===== config.mk =====
export PLATFORM = sky130hd
export DESIGN_NAME = regfile_sb
export DESIGN_NICKNAME = d
export VERILOG_FILES = /design/src/rtl/regfile_sb.sv
export SDC_FILE = /design/constraint.sdc
export NUM_CORES = 2
export LEC_CHECK = 0
export BUFFER_PORTS_ARGS = -buffer_cell sky130_fd_sc_hd__buf_2
export CORE_MARGIN = 1.5
export CORE_UTILIZATION = 35
export DETAILED_ROUTE_END_ITERATION = 8
export PLACE_DENSITY = 0.58
export SLEW_MARGIN = 0
export SYNTH_ARGS = -nofsm -noshare
export SYNTH_HDL_FRONTEND = slang
export SYNTH_SLANG_ARGS = --single-unit

===== constraint.sdc =====
create_clock -name clk -period 8.83 [get_ports clk]
set_clock_uncertainty 0.05 [all_clocks]
set_input_delay 0.883 -clock clk [delete_from_list [all_inputs] [get_ports clk]]
set_output_delay 0.883 -clock clk [all_outputs]
set_load 0.005 [all_outputs]

===== src/rtl/regfile_sb.sv =====
`default_nettype none
// ============================================================================
// Module   : regfile_sb
// Purpose  : Multi-read, dual-write register file with same-cycle write
//            bypass and a per-register busy scoreboard for hazard detection.
// Revision : 1.0 - initial release
// ============================================================================
module regfile_sb #(
  parameter int DATA_W   = 32,
  parameter int ADDR_W   = 5,
  parameter int NREAD    = 2,
  parameter int ZERO_REG = 1
) (
  input  logic                     clk,
  input  logic                     reset,
  input  logic [NREAD*ADDR_W-1:0]  rd_addr_i,
  output logic [NREAD*DATA_W-1:0]  rd_data_o,
  output logic [NREAD-1:0]         src_busy_o,
  input  logic                     we0_i,
  input  logic                     we1_i,
  input  logic [ADDR_W-1:0]        wa0_i,
  input  logic [ADDR_W-1:0]        wa1_i,
  input  logic [DATA_W-1:0]        wd0_i,
  input  logic [DATA_W-1:0]        wd1_i,
  input  logic                     iss_valid_i,
  input  logic [ADDR_W-1:0]        iss_rd_i,
  output logic                     iss_hazard_o,
  output logic [(1<<ADDR_W)-1:0]   busy_vec_o
);

  localparam int DEPTH = 1 << ADDR_W;
  localparam bit ZR    = (ZERO_REG != 0);

  logic [DATA_W-1:0] mem_q [DEPTH];
  logic [DEPTH-1:0]  busy_q;
  logic [DEPTH-1:0]  busy_d;
  logic [DEPTH-1:0]  w_clr;
  logic [DEPTH-1:0]  w_busy_eff;
  logic              w_wr0_ok;
  logic              w_wr1_ok;
  logic              w_accept;

  assign w_wr0_ok = we0_i && !(ZR && (wa0_i == '0));
  assign w_wr1_ok = we1_i && !(ZR && (wa1_i == '0));

  always_comb begin
    w_clr = '0;
    for (int r = 0; r < DEPTH; r++) begin
      w_clr[r] = (we0_i && (wa0_i == ADDR_W'(r))) || (we1_i && (wa1_i == ADDR_W'(r)));
    end
  end

  // A same-cycle write-back resolves the hazard since its value is bypassed.
  assign w_busy_eff = busy_q & ~w_clr;

  logic [DATA_W-1:0] w_rdata [NREAD];

  for (genvar g = 0; g < NREAD; g++) begin : g_rd
    logic [ADDR_W-1:0] w_ra;
    assign w_ra = rd_addr_i[g*ADDR_W +: ADDR_W];

    always_comb begin
      w_rdata[g] = mem_q[w_ra];
      if (ZR && (w_ra == '0)) begin
        w_rdata[g] = '0;
      end else if (we1_i && (wa1_i == w_ra)) begin
        w_rdata[g] = wd1_i;
      end else if (we0_i && (wa0_i == w_ra)) begin
        w_rdata[g] = wd0_i;
      end
    end

    assign rd_data_o[g*DATA_W +: DATA_W] = w_rdata[g];
    assign src_busy_o[g] = w_busy_eff[w_ra] && !(ZR && (w_ra == '0));
  end

  assign iss_hazard_o = iss_valid_i && (w_busy_eff[iss_rd_i] || (|src_busy_o));
  assign w_accept     = iss_valid_i && !iss_hazard_o && !(ZR && (iss_rd_i == '0));

  // Set beats clear: a newly accepted producer supersedes the retiring one.
  always_comb begin
    busy_d = busy_q & ~w_clr;
    if (w_accept) begin
      busy_d[iss_rd_i] = 1'b1;
    end
  end

  always_ff @(posedge clk) begin
    if (reset) begin
      busy_q <= '0;
    end else begin
      busy_q <= busy_d;
    end
  end

  // Port 1 is written last so it wins an address collision with port 0.
  always_ff @(posedge clk) begin
    if (reset) begin
      for (int r = 0; r < DEPTH; r++) begin
        mem_q[r] <= '0;
      end
    end else begin
      if (w_wr0_ok) mem_q[wa0_i] <= wd0_i;
      if (w_wr1_ok) mem_q[wa1_i] <= wd1_i;
    end
  end

  assign busy_vec_o = busy_q;

endmodule
`default_nettype wire


==> reports/results.txt <==
Share of the yosys chip area belonging to registers: 50.4%
I/O Pins: 193
Via/cell ratio: 7.12
R2r setup slk: 6.10 ns
Hold buffers post-CTS: 0
Top FF cell, synth: edfxtp_1
Layout area overhead: 10.8%
Post-CTS setup buffers: 0
Power share of the clock group: 37.1%
Critical path class: input port to output pin
GRT Residual Overflow: 0
Status: complete, no violations
Yosys top cell by area: edfxtp_1
Count leader, synth: edfxtp_1
Antenna Nets Post-Route: 0
Worst hold-check path type: flip-flop to flip-flop
RSZ-0062 raised after global routing: no
Layout fillers: 16,200
F_max: 177 MHz
Clk sink count: 1,056
Layout cell share with drive strength beyond 1: 30.7%
Clk Tree Root Cell: clkbuf_16
Hold path endpoint: busy_vec_o[0]$_SDFF_PP0_
Die area: 180,000 um2
Cell variety after synth: 66
Initial DRC count: 7,357
Power Dens Cells: 179 nW/um2
Clock Path Buffers: 3
FF-to-FF path depth: 8
Die height: 425 um
Post-route setup slack: 3.18 ns
Tcrit/Tclk final: 64.0%
Hold Startpoint: busy_vec_o[0]$_SDFF_PP0_
Max-cap violations: 0
First-pass GRT wire length: 355,000 um
Slew at the pin closest to its max-slew limit: 1.18 ns
Ys Warns: 0
Net Switching: 3.33 mW
FFs w/ async S/R, synth: 0%
CP required: 7.90 ns
Logic pwr share: 14.9%
# port buffers: 192
CP Max Fanout: 68
Avg Synthesized Cell Area: 14.7 um2
Largest net degree at the start of global routing: 128
Worst vdd ir: 0.163 mV
Dpl cell area: 65,500 um2
Final setup TNS: 0 ns
Die span in x: 425 um
Final Max Slew Viols: 0
Final Hold Viols: 0
Post-synth EDFFs: 1,024
Design area: 69,000 um2
DRC Markers: 0
First-pass DRT Iterations: 6
Critical path launch point type: input port
Core Region: 176,000 um2
Final nets: 4,115
Main area contributors after synthesis: edfxtp_1 (49%), mux4_2 (23%), a22o_1 (14%)
Vias: 45,900
Initial antenna violation count: 11
Launch point of the worst reg-to-reg path: busy_vec_o[15]$_SDFF_PP0_
Flop pwr share: 48.0%
Switching part of the total: 27.0%
Cells after Synth: 4,249
All-Layer GR Usage: 27.9%
Drt wl/cell: 40.0 um
Final setup vio count: 0
WHS Path Cells: 2
Commonest cells in the synthesized netlist: edfxtp_1 (1,024), a22o_1 (961), mux4_2 (642), clkbuf_1 (556), nor2_1 (224)
Critical path endpoint category: output pin
Htree depth: 3
Dpl hpwl: 134,000 um
Max_slew headroom: 21.2%
Post-cts gate resize count: 0
Yosys reg bits: 1,056
Routed WL: 258,000 um
Post-synth design cell area: 62,300 um2
Post-synth top area share: 49.4%
Starting density of the core: 35.3%
TritonCTS clock tree: built
Leak Pwr: 22.5 nW
Routability cong.: 0.942
Number of CTS-inserted buffers: 110
Vias in the first global route: 45,000
DP Worst Slack: 3.30 ns
Tmin final: 5.65 ns
CTS clock-pin slew for the worst setup and hold paths: 0.06 ns
FF-to-FF End: busy_vec_o[18]$_SDFF_PP0_
CP arrival: 4.72 ns
# rows: 154
Int Pwr: 9.04 mW
Worst skew pair latency: 0.71 ns
Finished Core Util: 39.1%
==> worst max-delay path, cell delays in order <==
cell and delay, ns:
buf_8 0.41, buf_4 0.60, buf_4 0.73, mux4_2 0.42
mux4_2 0.48, mux2i_1 0.34, a211oi_1 0.20, a21oi_1 0.20
nor2_1 0.06, buf_2 0.15
==> metal layers <==
metal	track usage (%)	share of wire, %	vias to the layer above
li1	-	-	17400
met1	35.6	36	23900
met2	43.4	46	3715
met3	7.19	12	904
met4	15.2	6.2	6
met5	0.317	0.026	-
==> how the worst max path moves through the flow <==
stage                       startpoint  slack [ns]                endpoint  cells after the start
after global routing      rd_addr_i[1]        3.17           rd_data_o[27]                     10
final                     rd_addr_i[1]        3.18           rd_data_o[20]                     10
after detailed placement  rd_addr_i[1]        3.30           rd_data_o[27]                     10
after CTS                 rd_addr_i[1]        3.29           rd_data_o[27]                     10
after floorplan                  we0_i        4.10  mem_q[15][0]$_DFFE_PP_                      5
after global placement    rd_addr_i[1]        3.29           rd_data_o[20]                     10
==> power groups by stage <==
| stage | Combinational [mW] | Clock [mW] | Sequential (mW) |
|---|---|---|---|
| 2_1_floorplan | 1.19 | 0 | 5.98 |
| 3_3_place_gp | 1.81 | 0 | 6.01 |
| 3_5_place_dp | 1.82 | 0 | 6.03 |
| 4_1_cts | 1.82 | 4.61 | 5.93 |
| 5_1_grt | 1.91 | 4.78 | 5.96 |
| 6_report | 1.84 | 4.59 | 5.93 |
==> sequential cells by signal, indices dropped and copies added, names as in the netlist <==
name and cells:
busy_vec_o 32, mem_q 1024
==> cell families (layout without fill, tap and decap cells) <==
logic type | Yosys count | after routing | synth area share, %
other | 1 | 37 | 0.00602
flip-flops | 1056 | 1056 | 50.4
XOR/XNOR | 22 | 22 | 0.309
buffers and inverters | 710 | 535 | 4.34
AND/OR/NAND/NOR | 470 | 470 | 3.47
multiplexers | 719 | 719 | 24.5
AO/OA/AOI/OAI | 1271 | 1271 | 17.0
==> layout by cell type (no fill, tap or decap), types with 34 or more instances in the layout <==
cell type	netlist	routed
nand2_1	96	92
a211oi_1	67	67
edfxtp_1	1024	1024
clkbuf_16	0	110
a22o_1	961	961
o21ai_0	53	39
mux4_2	642	642
mux2i_1	74	74
a21oi_1	75	75
clkinv_1	2	34
buf_2	10	183
nor2_1	224	195
buf_4	0	131
==> cell type report <==
class	instances	area, um2	share of cell area (%)
Sequential cell	1056	31400	45.5
Multi-Input combinational cell	2514	29100	42.2
Tap cell	2340	2930	4.25
Clock buffer	124	2810	4.07
Timing Repair Buffer	325	2090	3.03
Clock inverter	72	603	0.874
Inverter	14	57.6	0.0835
Antenna cell	5	12.5	0.0181
==> stage by stage <==
stage	power, mW	hold slack (ns)	std cells
2_1_floorplan	7.18	0.426	4280
3_3_place_gp	7.83	0.562	6249
3_5_place_dp	7.85	0.538	6249
4_1_cts	12.4	0.552	6445
5_1_grt	12.7	0.610	6449
6_report	12.4	0.582	6450
No activity file was read; power rests on OpenSTA's default activity.
